File: src/rtl/cpu_defs.sv
// Shared CPU types and constants for the fetch front end.
// Covers the flush and branch buses, the exception record, and the boot/exception vectors.
package cpu_defs;

    typedef logic [31:0] virt_t;

    localparam virt_t ResetVec  = 32'hBFC0_0000;
    localparam virt_t RefillVec = 32'hBFC0_0200;
    localparam virt_t ExcVec    = 32'hBFC0_0380;

    localparam logic [4:0] ExcInt  = 5'h00;
    localparam logic [4:0] ExcAdEL = 5'h04;
    localparam logic [4:0] ExcAdES = 5'h05;

    typedef struct packed {
        logic  br_op;
        logic  br_taken;
        virt_t br_target;
    } br_bus_t;

    typedef struct packed {
        logic ex;
        logic eret;
        logic tlb_op;
        logic refill;
    } pipeline_flush_t;

    typedef struct packed {
        logic       ex;
        logic       tlb_refill;
        logic [4:0] exccode;
        virt_t      badvaddr;
    } exception_t;

    typedef struct packed {
        logic       valid;
        logic       req;
        logic       br_op;
        virt_t      pc;
        exception_t exception;
    } pfs_to_fs_bus_t;

    function automatic logic is_flush(pipeline_flush_t f);
        return f.ex | f.eret | f.tlb_op | f.refill;
    endfunction

endpackage

File: src/rtl/pfs_npc_sel.sv
// Next-PC priority mux for the pre-IF stage; purely combinational.
// Holds the current PC when nothing redirects it and no transfer happens.
module pfs_npc_sel
    import cpu_defs::*;
(
    input  virt_t           pc_i,
    input  pipeline_flush_t flush_i,
    input  virt_t           c0_epc_i,
    input  virt_t           tlb_refetch_pc_i,
    input  logic            bpu_flush_i,
    input  virt_t           bpu_target_i,
    input  logic            br_sel_i,
    input  virt_t           br_target_i,
    input  logic            advance_i,
    output virt_t           npc_o
);

    virt_t seq_pc;

    assign seq_pc = pc_i + 32'd4;

    always_comb begin
        npc_o = pc_i;
        if (flush_i.refill) begin
            npc_o = RefillVec;
        end else if (flush_i.ex) begin
            npc_o = ExcVec;
        end else if (flush_i.eret) begin
            npc_o = c0_epc_i;
        end else if (flush_i.tlb_op) begin
            npc_o = tlb_refetch_pc_i;
        end else if (bpu_flush_i) begin
            npc_o = bpu_target_i;
        end else if (br_sel_i) begin
            npc_o = br_target_i;
        end else if (advance_i) begin
            npc_o = seq_pc;
        end
    end

endmodule

File: src/rtl/pre_if_stage.sv
// Pre-IF stage: owns the fetch PC, issues icache requests and hands PCs to IF.
// Tracks an accepted-but-not-transferred request and a branch waiting on its delay slot.
module pre_if_stage
    import cpu_defs::*;
(
    input  logic            clk,
    input  logic            reset,
    input  logic            fs_allowin_i,
    input  logic            fs_valid_i,
    input  br_bus_t         br_bus_i,
    input  logic            bpu_flush_i,
    input  virt_t           bpu_target_i,
    input  pipeline_flush_t pipeline_flush_i,
    input  virt_t           c0_epc_i,
    input  virt_t           tlb_refetch_pc_i,
    output logic            icache_req_o,
    output virt_t           icache_addr_o,
    input  logic            icache_addr_ok_i,
    output pfs_to_fs_bus_t  pfs_to_fs_bus_o
);

    virt_t pc_q, pc_d;
    logic  pc_valid_q;
    logic  accepted_q, accepted_d;
    logic  br_pend_q, br_pend_d;
    virt_t br_target_q, br_target_d;

    logic  flush_any;
    logic  br_in;
    logic  br_now;
    logic  br_new;
    logic  redirect;
    logic  adel;
    logic  addr_hs;
    logic  ready_go;
    logic  pfs_valid;
    logic  transfer;
    logic  br_sel;
    virt_t br_tgt;

    assign flush_any = is_flush(pipeline_flush_i);
    assign br_in     = br_bus_i.br_op & br_bus_i.br_taken;
    // IF already holding an instruction means the delay slot has left this stage
    assign br_now    = br_in & fs_valid_i;
    assign br_new    = br_in & ~fs_valid_i;
    assign redirect  = flush_any | bpu_flush_i | br_now;

    assign adel          = pc_valid_q & (pc_q[1:0] != 2'b00);
    assign icache_req_o  = pc_valid_q & ~accepted_q & ~adel & ~redirect;
    assign icache_addr_o = pc_q;
    assign addr_hs       = icache_req_o & icache_addr_ok_i;
    assign ready_go      = addr_hs | accepted_q | adel;

    // A BPU redirect still lets an already-fetched delay slot leave if IF can take it
    assign pfs_valid = ready_go & ~flush_any & ~br_now & (~bpu_flush_i | fs_allowin_i);
    assign transfer  = pfs_valid & fs_allowin_i;

    assign br_sel = br_now | (transfer & (br_pend_q | br_new));
    assign br_tgt = br_in ? br_bus_i.br_target : br_target_q;

    pfs_npc_sel u_npc_sel (
        .pc_i             (pc_q),
        .flush_i          (pipeline_flush_i),
        .c0_epc_i         (c0_epc_i),
        .tlb_refetch_pc_i (tlb_refetch_pc_i),
        .bpu_flush_i      (bpu_flush_i),
        .bpu_target_i     (bpu_target_i),
        .br_sel_i         (br_sel),
        .br_target_i      (br_tgt),
        .advance_i        (transfer),
        .npc_o            (pc_d)
    );

    always_comb begin
        accepted_d  = accepted_q;
        br_pend_d   = br_pend_q;
        br_target_d = br_target_q;
        if (redirect || transfer) begin
            accepted_d = 1'b0;
            br_pend_d  = 1'b0;
        end else begin
            if (addr_hs && !fs_allowin_i) begin
                accepted_d = 1'b1;
            end
            if (br_new) begin
                br_pend_d = 1'b1;
            end
        end
        if (br_new) begin
            br_target_d = br_bus_i.br_target;
        end
    end

    always_comb begin
        pfs_to_fs_bus_o = '0;
        if (pc_valid_q) begin
            pfs_to_fs_bus_o.valid              = pfs_valid;
            pfs_to_fs_bus_o.req                = addr_hs;
            pfs_to_fs_bus_o.br_op              = br_pend_q | br_new;
            pfs_to_fs_bus_o.pc                 = pc_q;
            pfs_to_fs_bus_o.exception.ex       = adel;
            pfs_to_fs_bus_o.exception.exccode  = adel ? ExcAdEL : ExcInt;
            pfs_to_fs_bus_o.exception.badvaddr = adel ? pc_q : '0;
        end
    end

    always_ff @(posedge clk) begin
        if (reset) begin
            pc_q        <= ResetVec;
            pc_valid_q  <= 1'b0;
            accepted_q  <= 1'b0;
            br_pend_q   <= 1'b0;
            br_target_q <= '0;
        end else begin
            pc_q        <= pc_d;
            pc_valid_q  <= 1'b1;
            accepted_q  <= accepted_d;
            br_pend_q   <= br_pend_d;
            br_target_q <= br_target_d;
        end
    end

endmodule

File: config.mk
export PLATFORM = sky130hd
export DESIGN_NAME = pre_if_stage
export DESIGN_NICKNAME = d
export VERILOG_FILES = /design/src/rtl/cpu_defs.sv /design/src/rtl/pfs_npc_sel.sv /design/src/rtl/pre_if_stage.sv
export SDC_FILE = /design/constraint.sdc
export NUM_CORES = 1
export LEC_CHECK = 0
export ABC_AREA = 1
export ABC_CLOCK_PERIOD_IN_PS = 2800
export CORE_MARGIN = 2
export CORE_UTILIZATION = 35
export CTS_CLUSTER_DIAMETER = 30
export DETAILED_ROUTE_END_ITERATION = 12
export PLACE_DENSITY = 0.7
export REMOVE_ABC_BUFFERS = 1
export SETUP_SLACK_MARGIN = 0.05
export SYNTH_ARGS = -nofsm -noshare
export SYNTH_HDL_FRONTEND = slang
export SYNTH_SLANG_ARGS = --single-unit
File: constraint.sdc
create_clock -name clk -period 2.8 [get_ports clk]
set_clock_uncertainty 0.15 [all_clocks]
set_input_delay 0.56 -clock clk [delete_from_list [all_inputs] [get_ports clk]]
set_output_delay 0.56 -clock clk [all_outputs]
set_load 0.05 [all_outputs]
==> run_results.csv <==
group,metric,value,unit
worst_setup_path,end_kind,"primary output",
yosys,async_flop_share,0,%
yosys,yosysUniqueCellTypes,36,
clocking,cts_root_buf,"clkbuf_16",
cells_and_area,drive_above_1_share,14.1,%
timing,slew_violations,0,
clocking,cts_tree,"yes",
place,io_buffers,241,
min_path,hp-class,"reg -> reg",
cells_and_area,diodes,0,
clocking,numCtsBuffers,9,
yosys,yosysSeqAreaShare,25.6,%
power,clock_power_share,39.0,%
cells_and_area,layout_common_cells,"263 x nand2_1, 201 x nor2_1, 168 x clkdlybuf4s50_1, 92 x inv_1, 72 x buf_12",
cells_and_area,seq_area,1340,µm²
yosys,yosysTopAreaCell,"dfxtp_1",
clocking,cts_buffer_depth,2,
power,pwr-share-comb,29.5,%
worst_setup_path,crit_fanout,3,
power,swShare,31.0,%
cells_and_area,n_fill_cell,1371,
place,dp.cells,1361,
clocking,htreeDepth,3,
grt,grtUsageTotal,29.4,%
yosys,synth-edff-count,0,
die,floorplan.initialDensity,35.9,%
cells_and_area,mostFrequentLayoutCell,"nand2_1",
detailed_routing,met2_wirelength,11200,µm
timing,setup_viol,0,
detailed_routing,wl_met3,1890,µm
detailed_routing,highest_layer,"met5",
grt,overflow,0,
power,power_density,357,nW/µm²
place,place.gp.congestion,0.973,
die,die_height,126,µm
job,drv_cap,0,
clocking,clk_latency,0.35,ns
place,hpwl,17900,µm
detailed_routing,via_per_inst,5.02,
power,power.internal,2270,µW
timing,hold_slack,0.309,ns
detailed_routing,wl_met1,10100,µm
detailed_routing,routedWlPerCell,17.2,µm
cells_and_area,finalNonFillerCells,1383,
yosys,synthCells,924,
grt,antenna_found_initial,1,
worst_setup_path,critPathKind,"in -> out",
yosys,synth_top_area_share,25.6,%
cells_and_area,design_area,9210,µm²
worst_setup_path,worstPathRequired,2.09,ns
die,rows,44,
status,status,"completed",
power,peakVddDrop,0.000243,V
detailed_routing,postRouteAntennaNets,0,
cells_and_area,finalNetCount,1335,
yosys,synthFlopType,"dfxtp_1",
detailed_routing,drt_drc_violations_left,0,
timing,rsz0062_at_grt,"false",
grt,grt_pass1_vias,6894,
die,ios,247,
clocking,clk_pin_slew_worst_paths,0.06,ns
timing,finalHoldViolCount,0,
detailed_routing,vias,6940,
timing,finalCritPeriodShare,94.9,%
timing,setup_tns,0,ns
detailed_routing,dr.first_iter.drc_count,545,
yosys,ys_ff_latch,67,
yosys,ys_warn_count,0,
die,die_area,16000,µm²
cells_and_area,area_growth,75.8,%
timing,tightest_slew,0.629,ns
clocking,cts.sinks,67,
detailed_routing,drt_wl_total,23800,µm
yosys,synth_area_per_cell,5.67,µm²
worst_setup_path,cp-start-kind,"primary input",
grt,grt_pass1_wl,36900,µm
detailed_routing,firstDrtPassIters,5,
die,die_x,126,µm
cells_and_area,multi_input_comb_area,3340,µm²
timing,max_freq,0.376,GHz
power,pwr-share-seq,31.4,%
yosys,synthTopCellsByArea,"dfxtp_1 26%, nand2_1 19%, nor2_1 15%",
timing,max_slew_margin,58.0,%
power,leakagePower,0.00436,µW
place,place_area,8800,µm²
power,switchingPower,1020,µW
die,core_area,14600,µm²
timing,period_needed,2.66,ns
worst_setup_path,arrival,1.95,ns
yosys,syn_area,5240,µm²
grt,grt_max_degree,37,
-- layer usage --
metal  global-route usage, %  vias up
met5                       0        -
met4                    11.0        2
met3                    5.69       40
met2                    49.3      320
met1                    37.6     3134
li1                        -     3444
-- cell type report --
class / count / area share (%)
inverters: 97 / 3.95
multi-input cells: 716 / 36.3
repair buffers: 303 / 39.1
flip-flops and latches: 67 / 14.6
clock buffers: 12 / 2.78
clock inverters: 4 / 0.788
well taps: 184 / 2.50
-- cell usage after synthesis, types with 8 or more instances --
master	count
nand2_1	263
nor2_1	204
inv_1	92
dfxtp_1	67
o21ai_0	56
nand3_1	47
clkbuf_1	32
a21oi_1	23
xor2_1	19
nor3_1	15
o21ai_1	15
mux2i_1	13
a22o_1	11
a221oi_1	8
nand4_1	8
-- per-stage QoR --
stage | power, µW | setup slack [ns] | util (%)
2_1_floorplan | 1480 | -0.674 | -
3_3_place_gp | 2000 | -0.0492 | 60.3
3_5_place_dp | 2010 | -0.0917 | 60.3
4_1_cts | 3290 | 0.0340 | 62.7
5_1_grt | 3400 | 0.0668 | 63.1
6_report | 3290 | 0.142 | 63.1
-- worst paths after layout --
check                         from  depth (start not counted)  slack (ns)                  end
setup / recovery      br_bus_i[32]                          9        0.14  pfs_to_fs_bus_o[73]
hold reg to reg     br_target_q[0]                          2        0.31       br_target_q[0]
setup reg to reg  icache_addr_o[3]                         12        0.44    icache_addr_o[24]
hold / removal      br_target_q[0]                          2        0.31       br_target_q[0]
-- power groups by stage --
stage / sequential, µW / clock (µW) / combinational [µW]
floorplan: 1100 / 0 / 374
global placement: 1050 / 0 / 949
detailed placement: 1050 / 0 / 957
CTS: 1030 / 1290 / 965
global route: 1040 / 1320 / 1040
finish: 1030 / 1290 / 973
-- critical path: stages --
cell,delay [ns]
clkdlybuf4s50_1,0.43
nand2_2,0.13
nor2_4,0.06
nor2_4,0.10
nand2_1,0.11
o21bai_4,0.18
nand2_1,0.09
nor2_2,0.14
buf_12,0.15
-- kinds of logic (layout without fill, tap and decap cells) --
logic type	after synthesis	after routing	share of synthesized area, %
adder cells (fa/ha/maj)	1	1	0.239
AND/OR/NAND/NOR	551	552	42.8
multiplexers	13	13	2.48
flip-flops	67	67	25.6
buffers and inverters	146	416	11.5
XOR/XNOR	20	20	3.34
AO/OA/AOI/OAI	125	125	13.9
other	1	5	0.0716
-- timing repair --
item / in CTS / in global routing
pin swaps: 3 / 2
setup endpoints to repair: 13 / 3
hold buffers: 0 / 0
setup buffers: 1 / 4
gates cloned: 1 / 0
resized for setup: 5 / 8
-- flip-flops by register name (all words and copies together) (netlist names), named ones only --
name / cells
accepted_q: 1
br_pend_q: 1
br_target_q: 32
icache_addr_o: 30
pc_valid_q: 1
Power figures use the tool's default switching activity.
